**src/rtl/conv_pkg.sv**
```systemverilog
// Shared types and sizing for the convolution pass sequencer.
// Default geometry matches the productor systolic array build.
package conv_pkg;

    localparam int WORDWIDTH   = 32;
    localparam int FIG_WIDTH   = 28;
    localparam int WEIGHTLEN   = 5;
    localparam int ARRAYLEN    = WEIGHTLEN * WEIGHTLEN;
    localparam int FIG_ADDRLEN = 5;

    localparam int OUT_SIDE   = FIG_WIDTH - WEIGHTLEN + 1;
    localparam int OUT_TOTAL  = OUT_SIDE * OUT_SIDE;
    localparam int W_CNT_W    = $clog2(ARRAYLEN);
    localparam int OUT_CNT_W  = $clog2(OUT_TOTAL + 1);
    localparam int MEM_ADDR_W = 2 * FIG_ADDRLEN;

    typedef enum logic [2:0] {
        IDLE,
        LOAD_W,
        STREAM,
        DRAIN,
        DONE
    } seq_state_t;

endpackage

```
**src/rtl/conv_sequencer_rd_pipe.sv**
```systemverilog
// Read-return pipeline: two-stage valid/wload delay and the
// data register that turns a memory return into a productor word.
module conv_sequencer_rd_pipe #(
    parameter int WORDWIDTH = 32
) (
    input  logic                 clk,
    input  logic                 rst,
    input  logic                 rd_en,
    input  logic                 rd_w,
    input  logic [WORDWIDTH-1:0] rdata,
    output logic [WORDWIDTH-1:0] din,
    output logic                 valid,
    output logic                 wload
);

    logic v1;
    logic w1;

    always_ff @(posedge clk) begin
        if (rst) begin
            v1    <= 1'b0;
            w1    <= 1'b0;
            valid <= 1'b0;
            wload <= 1'b0;
            din   <= '0;
        end else begin
            v1    <= rd_en;
            w1    <= rd_w;
            valid <= v1;
            wload <= w1;
            if (v1) begin
                din <= rdata;
            end
        end
    end

endmodule

```
**src/rtl/conv_sequencer.sv**
```systemverilog
// Sequences one convolution pass: weight load, row-major feature
// stream, then waits for the full output map from the productor.
module conv_sequencer
    import conv_pkg::*;
#(
    parameter int WORDWIDTH   = conv_pkg::WORDWIDTH,
    parameter int FIG_WIDTH   = conv_pkg::FIG_WIDTH,
    parameter int WEIGHTLEN   = conv_pkg::WEIGHTLEN,
    parameter int ARRAYLEN    = conv_pkg::ARRAYLEN,
    parameter int FIG_ADDRLEN = conv_pkg::FIG_ADDRLEN
) (
    input  logic                     clk,
    input  logic                     rst,
    input  logic                     start,
    input  logic                     hold,
    output logic                     busy,
    output logic                     done,
    output logic                     mem_rd_en,
    output logic                     mem_sel,
    output logic [2*FIG_ADDRLEN-1:0] mem_addr,
    input  logic [WORDWIDTH-1:0]     mem_rdata,
    output logic [WORDWIDTH-1:0]     pe_din,
    output logic                     pe_valid,
    output logic                     pe_wload,
    input  logic                     pe_out_valid
);

    localparam int OUT_N = (FIG_WIDTH - WEIGHTLEN + 1) ** 2;
    localparam int OCW   = $clog2(OUT_N + 1);
    localparam int WCW   = $clog2(ARRAYLEN);
    localparam int AW    = 2 * FIG_ADDRLEN;

    seq_state_t state;
    seq_state_t state_nxt;

    logic [WCW-1:0]         w_cnt;
    logic [FIG_ADDRLEN-1:0] row;
    logic [FIG_ADDRLEN-1:0] col;
    logic [OCW-1:0]         out_cnt;

    logic w_last;
    logic f_last;
    logic col_last;
    logic out_inc;
    logic out_full;

    assign w_last   = w_cnt == WCW'(ARRAYLEN - 1);
    assign col_last = col == FIG_ADDRLEN'(FIG_WIDTH - 1);
    assign f_last   = col_last && row == FIG_ADDRLEN'(FIG_WIDTH - 1);

    // Saturating count; out_full looks ahead so DONE follows the
    // final pulse by one cycle.
    assign out_inc  = pe_out_valid
                   && (state == STREAM || state == DRAIN)
                   && out_cnt != OCW'(OUT_N);
    assign out_full = out_cnt == OCW'(OUT_N)
                   || (out_inc && out_cnt == OCW'(OUT_N - 1));

    assign busy = state == LOAD_W || state == STREAM || state == DRAIN;
    assign done = state == DONE;

    always_comb begin
        state_nxt = state;
        mem_rd_en = 1'b0;
        mem_sel   = 1'b0;
        mem_addr  = '0;
        unique case (state)
            IDLE: begin
                if (start) state_nxt = LOAD_W;
            end
            LOAD_W: begin
                mem_rd_en = !hold;
                mem_addr  = AW'(w_cnt);
                if (!hold && w_last) state_nxt = STREAM;
            end
            STREAM: begin
                mem_rd_en = !hold;
                mem_sel   = 1'b1;
                mem_addr  = {row, col};
                if (!hold && f_last) state_nxt = DRAIN;
            end
            DRAIN: begin
                if (out_full) state_nxt = DONE;
            end
            DONE: begin
                state_nxt = IDLE;
            end
            default: state_nxt = IDLE;
        endcase
    end

    always_ff @(posedge clk) begin
        if (rst) begin
            state   <= IDLE;
            w_cnt   <= '0;
            row     <= '0;
            col     <= '0;
            out_cnt <= '0;
        end else begin
            state <= state_nxt;
            if (state == IDLE && start) begin
                w_cnt   <= '0;
                row     <= '0;
                col     <= '0;
                out_cnt <= '0;
            end
            if (state == LOAD_W && mem_rd_en) begin
                w_cnt <= w_last ? '0 : w_cnt + 1'b1;
            end
            if (state == STREAM && mem_rd_en) begin
                col <= col_last ? '0 : col + 1'b1;
                if (col_last) row <= row + 1'b1;
            end
            if (out_inc) out_cnt <= out_cnt + 1'b1;
        end
    end

    conv_sequencer_rd_pipe #(
        .WORDWIDTH(WORDWIDTH)
    ) u_rd_pipe (
        .clk   (clk),
        .rst   (rst),
        .rd_en (mem_rd_en),
        .rd_w  (mem_rd_en & ~mem_sel),
        .rdata (mem_rdata),
        .din   (pe_din),
        .valid (pe_valid),
        .wload (pe_wload)
    );

endmodule

```
**config.mk**
```make
export PLATFORM = sky130hd
export DESIGN_NAME = conv_sequencer
export DESIGN_NICKNAME = d
export VERILOG_FILES = /design/src/rtl/conv_pkg.sv /design/src/rtl/conv_sequencer_rd_pipe.sv /design/src/rtl/conv_sequencer.sv
export SDC_FILE = /design/constraint.sdc
export NUM_CORES = 1
export LEC_CHECK = 0
export BUFFER_PORTS_ARGS = -buffer_cell sky130_fd_sc_hd__buf_2
export CAP_MARGIN = 20
export CORE_MARGIN = 8
export CORE_UTILIZATION = 41
export DETAILED_ROUTE_END_ITERATION = 8
export PLACE_DENSITY = 0.73
export REMOVE_ABC_BUFFERS = 1
export SETUP_SLACK_MARGIN = 0.4
export SYNTH_ARGS = -nofsm -noshare
export SYNTH_HDL_FRONTEND = slang
export SYNTH_HIERARCHICAL = 1
export SYNTH_SLANG_ARGS = --single-unit
```
**constraint.sdc**
```tcl
create_clock -name clk -period 2.1 [get_ports clk]
set_clock_uncertainty 0.1 [all_clocks]
set_input_delay 0 -clock clk [delete_from_list [all_inputs] [get_ports clk]]
set_output_delay 0 -clock clk [all_outputs]
set_load 0.005 [all_outputs]
```
==> impl_metrics.tcl <==
set metrics [dict create \
    cp.required_ns 2.26 \
    drive_gt1_share_pct 31.3 \
    num_vias 2872 \
    cap_viol_max_count 0 \
    pwr_density_cell_mw_per_mm2 609 \
    critPathArrivalTime_ns 1.87 \
    grt_setup_unrepaired "true" \
    placed_area_mm2 0.00348 \
    root_buffer "clkbuf_8" \
    crit_type "reg2reg" \
    grt_pass1_vias 2904 \
    ys.flop_type "dfxtp_1" \
    io_buffers 84 \
    first_pass_iters 5 \
    leakagePower_uw 0.00174 \
    drc 0 \
    stdcell_area_mm2 0.00419 \
    area_growth_pct 39.0 \
    wl_um 8410 \
    antenna_found_initial 0 \
    initial_core_util_pct 42.1 \
    row_count 31 \
    synth_seq_cells 64 \
    async_reset_ff_share_pct 0 \
    die-area_mm2 0.0104 \
    min_period_over_period_pct 81.5 \
    finalPower_uw 2560 \
    num_antenna_cells 0 \
    cp-start-kind "flip-flop" \
    postSynthAreaPerCell_um2 9.09 \
    ioPinCount 85 \
    die_y_um 102 \
    clockBufferDepth 2 \
    hp-class "in2reg" \
    postSynthCellCount 332 \
    cts.sinks 64 \
    setup_viol 0 \
    synth_edf_count 0 \
    htreeDepth 3 \
    slew_violations 0 \
    clkLatencyLatePin_ns 0.33 \
    die_w_um 102 \
    whs_ns 0.115 \
    slew-limit-headroom_pct 64.0 \
    gp_congestion 0.895 \
    status "complete, no violations" \
    dpl.hpwl_um 5430 \
    end_kind "flip-flop" \
    overflow 0 \
    syn_area_mm2 0.00302 \
    synth_cell_types 47 \
    peakVddDrop_uv 377 \
    min_period_ns 1.71 \
    nets 501 \
    layout_common_cells "buf_2, nor2_1, dfxtp_1" \
    grt_use_total_pct 16.0 \
    avgRoutedWirePerCell_um 15.0 \
    drtIter0Drc 134 \
    grt_max_degree 34 \
    fmax_mhz 584 \
    ant_nets 0 \
    setup_tns_ns 0 \
    worst_slack_ns 0.388 \
    ys_warn_count 6 \
    core_area_mm2 0.00718 \
    via_per_inst 5.11 \
    hold_viol 0 \
    cts_made_buffers 9 \
    worstMarginPinSlew_ns 0.539 \
    cp_max_fo 12 \
    grt_pass1_wl_um 13400 \
    pre_cts_slack_ns 0.172 \
    ys_seq_area_share_pct 42.5 \
    clk_pin_slew_worst_paths_ns 0.07 \
    final_common_cell "buf_2" \
    cts_tree "built" \
]
[Yosys cell counts, types with 2 or more instances]
| cell | instances | share of area (%) |
|---|---|---|
| nor2_1 | 66 | 8.2 |
| dfxtp_1 | 64 | 42 |
| mux2i_1 | 36 | 12 |
| a21oi_1 | 18 | 3.0 |
| nand2_1 | 12 | 1.5 |
| nand3_1 | 12 | 2.0 |
| nor3_1 | 12 | 2.0 |
| inv_1 | 11 | 1.4 |
| nor2b_1 | 10 | 2.1 |
| clkbuf_1 | 9 | 1.1 |
| and2_1 | 8 | 1.7 |
| a22oi_1 | 6 | 1.5 |
| ha_1 | 6 | 2.5 |
| nand3b_1 | 5 | 1.2 |
| o21ai_0 | 4 | 0.66 |
| buf_12 | 3 | 2.0 |
| buf_2 | 3 | 0.50 |
| nand4_1 | 3 | 0.62 |
| nor4_1 | 3 | 0.62 |
| or3_1 | 3 | 0.62 |
| a211oi_1 | 2 | 0.50 |
| a22o_1 | 2 | 0.58 |
| a311oi_1 | 2 | 0.58 |
| a31oi_1 | 2 | 0.41 |
| and4_1 | 2 | 0.58 |
| buf_6 | 2 | 0.75 |
| mux2_2 | 2 | 0.75 |
| nand4b_1 | 2 | 0.58 |
| nor3b_1 | 2 | 0.50 |
| or4b_4 | 2 | 0.91 |
| xor2_1 | 2 | 0.58 |
[area by class of cell]
type	instances	area, um2
fill	587	2980
sequential	64	1300
inverter	11	41.3
clock buffer	10	138
multi-input combinational	238	1650
clock inverter	6	67.6
timing repair buffer	134	881
tap	99	124
[worst paths after layout]
| kind | from | end | slack [ns] | depth (start not counted) |
|---|---|---|---|---|
| worst max-delay path | state[1] | w_cnt[4] | 0.39 | 4 |
| worst min-delay path | pe_out_valid | state[2] | 0.11 | 4 |
| worst max register to register | state[1] | w_cnt[4] | 0.39 | 4 |
| worst min register to register | u_rd_pipe/w1 | u_rd_pipe/wload | 0.35 | 1 |
[cells by family (layout without fill, tap and decap cells)]
family	after synthesis	after routing	share of synthesized area [%]
flops	64	64	42.5
fa+ha+maj	6	6	2.49
xor+xnor	3	3	0.871
mux	38	38	12.7
simple gates	149	149	25.7
buf+inv	30	161	6.14
compound gates	42	42	9.62
[state kept, by name, indices dropped and copies added, names as in the netlist]
| name | cells |
|---|---|
| w_cnt | 5 |
| out_cnt | 10 |
| u_rd_pipe/w1 | 1 |
| u_rd_pipe/wload | 1 |
| row | 5 |
| u_rd_pipe/valid | 1 |
| u_rd_pipe/v1 | 1 |
| u_rd_pipe/din | 32 |
| col | 5 |
| state | 3 |
[metrics by stage]
step / utilization (%) / std cells
3_3_place_gp: 48.5 / 504
2_1_floorplan: - / 313
3_5_place_dp: 48.5 / 504
4_1_cts: 57.2 / 558
5_1_grt: 58.4 / 562
6_report: 58.4 / 562
[critical path, stage by stage (launching register included)]
cell     delay, ns
dfxtp_4       0.40
or4b_4        0.57
a41oi_4       0.25
nand3_1       0.16
a21oi_2       0.16
[layer usage]
metal | GRT usage (%) | routed length, um | vias to the layer above
met5 | 0 | 0 | -
met3 | 5.57 | 716 | 8
li1 | - | - | 1411
met1 | 19.3 | 3830 | 1349
met4 | 5.61 | 110 | 0
met2 | 25.8 | 3750 | 104
[report_power, final]
group / leakage [uW] / switching (uW) / internal, uW
clock network: 0.0000989 / 486 / 584
registers: 0.000521 / 16.6 / 1230
logic: 0.00112 / 110 / 127
total: 0.00174 / 613 / 1940
[what timing repair did]
item | in CTS | in global routing
pin swaps | 1 | 4
hold buffers | 35 | 0
setup endpoints to repair | 29 | 29
hold endpoints to repair | 43 | 0
setup buffers | 3 | 4
resized for setup | 11 | 18
cloned | 0 | 0
No activity file was read; power rests on OpenSTA's default activity.
